### src/rtl/vga_pixel_out.sv
// vga_pixel_out
//   Pixel stage behind the 640x480@60 VGA timing generator. It pops RGB565
//   words from the frame-buffer read FIFO in step with the active area, and
//   re-times RGB, syncs and DE so that all of them leave two clocks after the
//   generator outputs they belong to. It keeps the upstream DMA frame-aligned
//   (frame_req / fifo_flush), and when the FIFO underflows it shows
//   FILL_COLOR until the next vertical blank.
//
//   Optional build macro: VGA_TEST_PATTERN_EN adds 8 full-scale colour bars
//   that test_pat_sel can select. With the macro undefined, test_pat_sel is
//   ignored.
//
// Ports
//   vga_pclk, sys_rst           pixel clock, async active-high reset
//   vga_paddr_h/v, vga_hsync,   timing generator outputs (syncs active-low)
//   vga_vsync, vga_dp_en
//   fifo_dout, fifo_empty,      read side of the frame FIFO; data is valid
//   fifo_rd_en                  one clock after the pop
//   fifo_flush, frame_req       one-cycle pulses to the FIFO / DMA
//   underflow_clr               synchronous clear of the underflow status
//   test_pat_sel                colour-bar select (only with VGA_TEST_PATTERN_EN)
//   vga_r/g/b, vga_hs_o,        aligned pixel outputs
//   vga_vs_o, vga_de_o
//   underflow, underflow_cnt    sticky flag and saturating event count
//
// FSM states
//   ST_IDLE    | after reset; wait for a vblank before trusting the DMA
//   ST_ARM     | DMA restarted; wait for pixel (0,0) to start popping
//   ST_RUN     | streaming FIFO data
//   ST_RECOVER | underflow hit; show fill colour until the next vblank

module vga_pixel_out #(
  parameter int unsigned H_ACTIVE   = 640,
  parameter int unsigned V_ACTIVE   = 480,
  parameter logic [15:0] FILL_COLOR = 16'h001F
) (
  input  logic        vga_pclk,
  input  logic        sys_rst,
  input  logic [9:0]  vga_paddr_h,
  input  logic [9:0]  vga_paddr_v,
  input  logic        vga_hsync,
  input  logic        vga_vsync,
  input  logic        vga_dp_en,
  input  logic [15:0] fifo_dout,
  input  logic        fifo_empty,
  output logic        fifo_rd_en,
  output logic        fifo_flush,
  output logic        frame_req,
  input  logic        underflow_clr,
  input  logic        test_pat_sel,
  output logic [4:0]  vga_r,
  output logic [5:0]  vga_g,
  output logic [4:0]  vga_b,
  output logic        vga_hs_o,
  output logic        vga_vs_o,
  output logic        vga_de_o,
  output logic        underflow,
  output logic [15:0] underflow_cnt
);

  localparam logic [9:0] V_ACT_L = 10'(V_ACTIVE);

  // Pixel source, chosen at the pop cycle and carried one stage to meet the
  // FIFO read data.
  localparam logic [1:0] SRC_ZERO = 2'd0;
  localparam logic [1:0] SRC_FIFO = 2'd1;
  localparam logic [1:0] SRC_FILL = 2'd2;
  localparam logic [1:0] SRC_PAT  = 2'd3;

  typedef enum logic [1:0] {
    ST_IDLE    = 2'd0,
    ST_ARM     = 2'd1,
    ST_RUN     = 2'd2,
    ST_RECOVER = 2'd3
  } state_t;

  state_t      state, state_nxt;
  logic        vblank_trig;
  logic        frame_start;
  logic        pat_active;
  logic        pop_ok;
  logic        uf_event;
  logic [1:0]  src_sel;

  logic        hs_d1, vs_d1, de_d1;
  logic [1:0]  src_d1;
  logic [15:0] pix_nxt;

  assign vblank_trig = (vga_paddr_v == V_ACT_L) && (vga_paddr_h == 10'd0);
  assign frame_start = vga_dp_en && (vga_paddr_h == 10'd0) && (vga_paddr_v == 10'd0);

`ifdef VGA_TEST_PATTERN_EN
  logic [15:0] pat_color;
  logic [15:0] pat_d1;

  assign pat_active = test_pat_sel;

  // Eight 80-pixel bars; compare ladder instead of a divide by 80.
  always_comb begin
    pat_color = 16'h0000;
    if      (vga_paddr_h < 10'd80)  pat_color = 16'hFFFF; // white
    else if (vga_paddr_h < 10'd160) pat_color = 16'hFFE0; // yellow
    else if (vga_paddr_h < 10'd240) pat_color = 16'h07FF; // cyan
    else if (vga_paddr_h < 10'd320) pat_color = 16'h07E0; // green
    else if (vga_paddr_h < 10'd400) pat_color = 16'hF81F; // magenta
    else if (vga_paddr_h < 10'd480) pat_color = 16'hF800; // red
    else if (vga_paddr_h < 10'd560) pat_color = 16'h001F; // blue
    else                            pat_color = 16'h0000; // black
  end

  always_ff @(posedge vga_pclk or posedge sys_rst) begin
    if (sys_rst) pat_d1 <= 16'h0000;
    else         pat_d1 <= pat_color;
  end
`else
  logic unused_test_pat_sel;
  assign unused_test_pat_sel = test_pat_sel;
  assign pat_active = 1'b0;
`endif

  always_ff @(posedge vga_pclk or posedge sys_rst) begin
    if (sys_rst) state <= ST_IDLE;
    else         state <= state_nxt;
  end

  // The pattern generator owns the picture while selected, so it also masks
  // pops and underflow detection; the state machine keeps tracking frames.
  always_comb begin
    state_nxt = state;
    pop_ok    = 1'b0;
    uf_event  = 1'b0;
    case (state)
      ST_IDLE: begin
        if (vblank_trig) state_nxt = ST_ARM;
      end
      ST_ARM: begin
        if (frame_start) begin
          state_nxt = ST_RUN;
          pop_ok    = 1'b1;
        end
      end
      ST_RUN: begin
        pop_ok = 1'b1;
        if (vga_dp_en && fifo_empty && !pat_active) begin
          state_nxt = ST_RECOVER;
          uf_event  = 1'b1;
        end
      end
      ST_RECOVER: begin
        if (vblank_trig) state_nxt = ST_ARM;
      end
      default: state_nxt = ST_IDLE;
    endcase
  end

  assign fifo_rd_en = pop_ok && vga_dp_en && !fifo_empty && !pat_active;

  // The underflowing pixel itself already shows the fill colour.
  always_comb begin
    src_sel = SRC_ZERO;
    if (pat_active)                          src_sel = SRC_PAT;
    else if (fifo_rd_en)                     src_sel = SRC_FIFO;
    else if (uf_event || state == ST_RECOVER) src_sel = SRC_FILL;
  end

  always_ff @(posedge vga_pclk or posedge sys_rst) begin
    if (sys_rst) begin
      frame_req  <= 1'b0;
      fifo_flush <= 1'b0;
    end else begin
      frame_req  <= vblank_trig;
      fifo_flush <= vblank_trig && (state == ST_RECOVER);
    end
  end

  // Stage 1: syncs, DE and source select wait here for the FIFO read data.
  always_ff @(posedge vga_pclk or posedge sys_rst) begin
    if (sys_rst) begin
      hs_d1  <= 1'b1;
      vs_d1  <= 1'b1;
      de_d1  <= 1'b0;
      src_d1 <= SRC_ZERO;
    end else begin
      hs_d1  <= vga_hsync;
      vs_d1  <= vga_vsync;
      de_d1  <= vga_dp_en;
      src_d1 <= src_sel;
    end
  end

  always_comb begin
    pix_nxt = 16'h0000;
    case (src_d1)
      SRC_FIFO: pix_nxt = fifo_dout;
      SRC_FILL: pix_nxt = FILL_COLOR;
`ifdef VGA_TEST_PATTERN_EN
      SRC_PAT:  pix_nxt = pat_d1;
`endif
      default:  pix_nxt = 16'h0000;
    endcase
    if (!de_d1) pix_nxt = 16'h0000;
  end

  // Stage 2: output registers.
  always_ff @(posedge vga_pclk or posedge sys_rst) begin
    if (sys_rst) begin
      vga_r    <= 5'd0;
      vga_g    <= 6'd0;
      vga_b    <= 5'd0;
      vga_hs_o <= 1'b1;
      vga_vs_o <= 1'b1;
      vga_de_o <= 1'b0;
    end else begin
      vga_r    <= pix_nxt[15:11];
      vga_g    <= pix_nxt[10:5];
      vga_b    <= pix_nxt[4:0];
      vga_hs_o <= hs_d1;
      vga_vs_o <= vs_d1;
      vga_de_o <= de_d1;
    end
  end

  // A clear landing on the same cycle as an event leaves exactly that event.
  always_ff @(posedge vga_pclk or posedge sys_rst) begin
    if (sys_rst) begin
      underflow     <= 1'b0;
      underflow_cnt <= 16'd0;
    end else if (uf_event) begin
      underflow <= 1'b1;
      if (underflow_clr)                 underflow_cnt <= 16'd1;
      else if (underflow_cnt != 16'hFFFF) underflow_cnt <= underflow_cnt + 16'd1;
    end else if (underflow_clr) begin
      underflow     <= 1'b0;
      underflow_cnt <= 16'd0;
    end
  end

endmodule

### config.mk
export PLATFORM = sky130hd
export DESIGN_NAME = vga_pixel_out
export DESIGN_NICKNAME = d
export VERILOG_FILES = /design/src/rtl/vga_pixel_out.sv
export SDC_FILE = /design/constraint.sdc
export NUM_CORES = 1
export LEC_CHECK = 0
export ABC_AREA = 1
export BUFFER_PORTS_ARGS = -buffer_cell sky130_fd_sc_hd__clkbuf_2
export CAP_MARGIN = 20
export CORE_ASPECT_RATIO = 1.5
export CORE_MARGIN = 4
export CORE_UTILIZATION = 45
export CTS_BUF_LIST = sky130_fd_sc_hd__clkbuf_4 sky130_fd_sc_hd__clkbuf_8 sky130_fd_sc_hd__clkbuf_16
export DETAILED_ROUTE_END_ITERATION = 16
export PLACE_DENSITY = 0.76
export RECOVER_POWER = 50
export SYNTH_ARGS = -nofsm -noshare
export SYNTH_HDL_FRONTEND = slang
export SYNTH_SLANG_ARGS = --single-unit
### constraint.sdc
create_clock -name vga_pclk -period 1.5 [get_ports vga_pclk]
set_input_delay 0.225 -clock vga_pclk [delete_from_list [all_inputs] [get_ports vga_pclk]]
set_output_delay 0.225 -clock vga_pclk [all_outputs]
set_load 0.03 [all_outputs]
=== Yosys cells after proc, flatten, opt, wreduce, memory -nomap -nowiden ===
Cells that the tools add are included.

* Register bits: 45
* Output and inout port bits: 39
* Word-level logic and storage cells: 61

* Add/subtract/negate cells: 1
* Eq/ne operators: 10
* Multiplexer cells: 18
* Reductions and logical operators: 17

{| class="wikitable"
|+ Operators by type and width
! cell !! number
|-
| $mux W16 || 5
|-
| $pmux W16 S2 || 1
|-
| $logic_not A10 Y1 || 2
|-
| $add A16 B1 Y16 const B || 1
|-
| $ne A16 B16 Y1 const B || 1
|-
| $eq A10 B9 Y1 const B || 1
|-
| $mux W2 || 5
|-
| $logic_and A1 B1 Y1 || 7
|-
| $eq A2 B2 Y1 const B || 3
|-
| $pmux W2 S3 || 1
|-
| $mux W1 || 5
|-
| $eq A2 B1 Y1 const B || 2
|-
| $ne A2 B2 Y1 const B || 2
|-
| $reduce_bool A2 Y1 || 2
|-
| $reduce_and A3 Y1 || 1
|-
| $logic_not A2 Y1 || 1
|-
| $ne A2 B1 Y1 const B || 1
|-
| $pmux W1 S2 || 1
|-
| $reduce_and A2 Y1 || 1
|-
| $reduce_or A2 Y1 || 1
|-
| $logic_not A1 Y1 || 1
|-
| $logic_or A1 B1 Y1 || 1
|}

=== Logic depth before layout (Yosys ltp) ===
* Word-level depth: 8
* Mapped depth: 9
* Gate-level depth less buffers: 9

=== Least setup slack after synthesis ===
Ideal clock, no wire load.

* Kind: reg2out
* Start point: register state[0]
* End point: output port fifo_rd_en
* Arrival: 1.711 ns
* Data required time: 1.275 ns
* Setup slack: -0.436 ns
* Cell stages (with the launch flop): 5
* Path through: dfrtp_1 > inv_1 > ha_1 > nor3_1 > a21boi_0

* Cells in the longest elaborated chain, start to end: 4
* Elaborated cells on any way between the ends: 5

{| class="wikitable"
|+ RTL lines
! element !! RTL line !! source
|-
| start: declaration || 77 || <nowiki>state_t state, state_nxt;</nowiki>
|-
| start signal: assignment || 123 || <nowiki>else state <= state_nxt;</nowiki>
|-
| $eq A2 B2 Y1 or $eq A2 B1 Y1 (tied branches) || 132 || <nowiki>case (state)</nowiki>
|-
| $pmux W1 S2 * || 132 ||
|-
| $logic_and A1 B1 Y1 * (2 in series) || 156 || <nowiki>assign fifo_rd_en = pop_ok && vga_dp_en && !fifo_empty && !pat_active;</nowiki>
|-
| end: declaration || 46 || <nowiki>output logic fifo_rd_en,</nowiki>
|}

Every way passes the cells marked *; elsewhere a longest branch is shown, timed or not.

=== Worst setup path after layout ===
* Start point: register state[1]
* End point: output port fifo_rd_en

Same word-level chain as after synthesis.

==> run_results.csv <==
group,metric,value,unit
logic_synthesis,syn_nets,337,
cells_and_area,utilization,0.6503,
logic_synthesis,syn_inst,287,
timing,setup_ws,-194.7,ps
clock_network,numCtsBuffers,5,
die,dieWidth,66.37,µm
logic_synthesis,synth-edff-count,0,
worst_setup_path,cp.arrival,1470,ps
die,die_h,95.56,µm
die,coreArea,0.004887,mm²
global_route,antenna_found_initial,0,
die,die-area,0.006342,mm²
pwr,power.density,1002,mW/mm²
status,violations,"setup timing",
timing,finalSetupTns,-194.7,ps
worst_setup_path,slowest_stage,"dfrtp_1",
global_route,grt_pass1_wl,9252,µm
clock_network,cts_tree,"done",
timing,fin_skew,7.753,ps
cells_and_area,antenna_cells,0,
global_route,grt_overflow,0,
pwr,finalPower,3.186,mW
global_route,grt_max_degree,30,
logic_synthesis,syn_area_per_cell,8.013,µm²
placed_design,port_buffers,81,
timing,min_period,1695,ps
cells_and_area,area_growth,38.19,%
worst_setup_path,worstPathMaxFanout,3,
die,io_pins,83,
drt,routed_via_density,4.874,
clock_network,cts_sinks,45,
timing,rsz0062_at_grt,"yes",
logic_synthesis,synthFlopType,"dfrtp_1",
logic_synthesis,ys_seq_area_frac,0.4918,
cells_and_area,final_nets,444,
drt,drt-total-wl,5822,µm
logic_synthesis,yosysUniqueCellTypes,32,
die,start_util,0.4706,
pwr,vdd_drop_max,0.0005785,V
placed_design,pre_cts_ws,-16.64,ps
cells_and_area,finalInstanceArea,0.003178,mm²
clock_network,clockRootBuffer,"clkbuf_8",
timing,post-route-period-util,1.130,
timing,finalHoldViolCount,0,
worst_setup_path,crit_type,"flip-flop to output port",
timing,relSlewSlack,0.5842,
die,fp-row-count,31,
status,status,"finished, violations left",
timing,worst_pin_slew,623.0,ps
global_route,grtUsageTotal,0.1878,
run,max_cap_violations,0,
clock_network,clk_latency,290,ps
logic_synthesis,async_flop_share,1.000,
placed_design,place.gp.congestion,0.8653,
placed_design,placed_area,0.002883,mm²
drt,post_drt_wl_per_cell,12.63,µm
clock_network,cts_max_level,2,
timing,final_max_slew_viol_count,0,
pwr,total_leakage_power,1.677,nW
drt,dr.pass1.iters,4,
drt,vias,2247,
worst_setup_path,path_cells,"ha_4, nor3_2, a21boi_2, clkbuf_8",
hold_path,hold_class,"primary input to flip-flop",
worst_setup_path,crit_path_end_kind,"output port",
logic_synthesis,yosysWarnings,0,
worst_setup_path,critical_path.startpoint_type,"flip-flop",
worst_setup_path,cp.required,1270,ps
placed_design,dp_hpwl,4238,µm
drt,drc,0,
logic_synthesis,synth_seq_cells,45,
drt,drt_iter0_drc,166,
clock_network,ctsLongestPathBuffers,2,
global_route,grt_pass1_vias,2187,
timing,fmax,590.1,MHz
drt,ant_nets,0,
clock_network,cts.reportedPaths.clkPinSlew,80,ps
timing,setup_violations,1,
worst_setup_path,max_stage_delay,440,ps
cells_and_area,drive_gt1_frac,0.3747,
logic_synthesis,synth_area,0.002300,mm²
==> state kept, by name, indices dropped and copies added (netlist names), 2 cells and up <==
register,cells
vga_r,5
src_d1,2
state,2
underflow_cnt,16
vga_b,5
vga_g,6
==> final timing paths <==
kind	start	endpoint	slack (ps)	cells past startpoint
setup / recovery	state[1]	fifo_rd_en	-190	4
min in group asynchronous	sys_rst	frame_req	560	3
max in group asynchronous	sys_rst	hs_d1	210	4
hold reg to reg	vs_d1	vga_vs_o	360	0
hold / removal	vga_dp_en	de_d1	80	1
setup reg to reg	underflow_cnt[1]	underflow_cnt[2]	30	7
==> critical path: cells and delay by family, from the launching register on <==
kind                       cells  cell delay (ps)
AOI/OAI and AO/OA              1              220
DFF                            1              440
and+or+nand+nor                1              100
adders and majority gates      1              250
buffers and inverters          1              180
==> per-stage QoR <==
step,cells,hold WS (ps)
floorplan,287,229.5
global placement,442,204.5
detailed placement,442,205.9
CTS,454,66.58
global route,461,74.03
finish,461,84.68
==> metal layers <==
layer,track usage,up-vias,part of all wire
li1,-,1116,-
met1,0.1876,1031,0.34
met2,0.3703,79,0.56
met3,0.03184,21,0.059
met4,0.07458,0,0.042
met5,0,-,0
==> cells by family (layout without fill, tap and decap cells) <==
family	count (synthesis)	after routing	synth area share
and+or+nand+nor	158	160	0.3199
xor gates and xnor gates	3	3	0.01143
buffers and inverters	53	159	0.08759
AOI/OAI and AO/OA	22	22	0.05659
DFF	45	45	0.4918
adders and majority gates	6	6	0.03264
==> final cells by class <==
type	instances	area, µm²
clock buffers	7	96.34
clock inverters	1	5.005
fillers	456	1709
inverters	52	201.4
multi-input cells	191	1105
flip-flops and latches	45	1135
well taps	66	82.58
repair buffers	99	553.0
==> layout by cell type, fill, tap and decap left out, drive strengths merged, types with 4 or more instances in the layout <==
cell / n
clkbuf: 88
nand2: 66
nor2: 55
inv: 51
dfrtp: 41
nand3: 22
buf: 15
nand4: 12
o21ai: 11
a21oi: 6
ha: 6
dfstp: 4
==> repair_timing <==
action | CTS | global route
gates resized for setup | 8 | 26
buffers inserted | 1 | 5
cloned | 0 | 2
setup endpoints to repair | 1 | 17
pin swaps | 2 | 15
hold buffers | 3 | 0
hold endpoints to repair | 18 | 0
==> Yosys cell counts, types with 4 or more instances <==
| library cell | number | area [µm²] |
|---|---|---|
| o21ai_0 | 4 | 20.02 |
| o21ai_1 | 6 | 30.03 |
| nor2_1 | 47 | 176.4 |
| nor2_2 | 4 | 25.02 |
| nand3_1 | 20 | 100.1 |
| nand4_1 | 11 | 68.82 |
| ha_1 | 6 | 75.07 |
| inv_1 | 47 | 176.4 |
| dfstp_2 | 4 | 105.1 |
| a21oi_1 | 5 | 25.02 |
| dfrtp_1 | 41 | 1026 |
| nand2_2 | 4 | 25.02 |
| nand2_1 | 60 | 225.2 |
==> power breakdown <==
part / leakage, nW / total [mW] / internal [mW] / switching (mW)
registers: 0.596 / 1.39 / 1.32 / 0.0647
logic: 1.03 / 0.980 / 0.392 / 0.589
clock network: 0.0542 / 0.818 / 0.417 / 0.401
(Power assumes the default switching activity.)
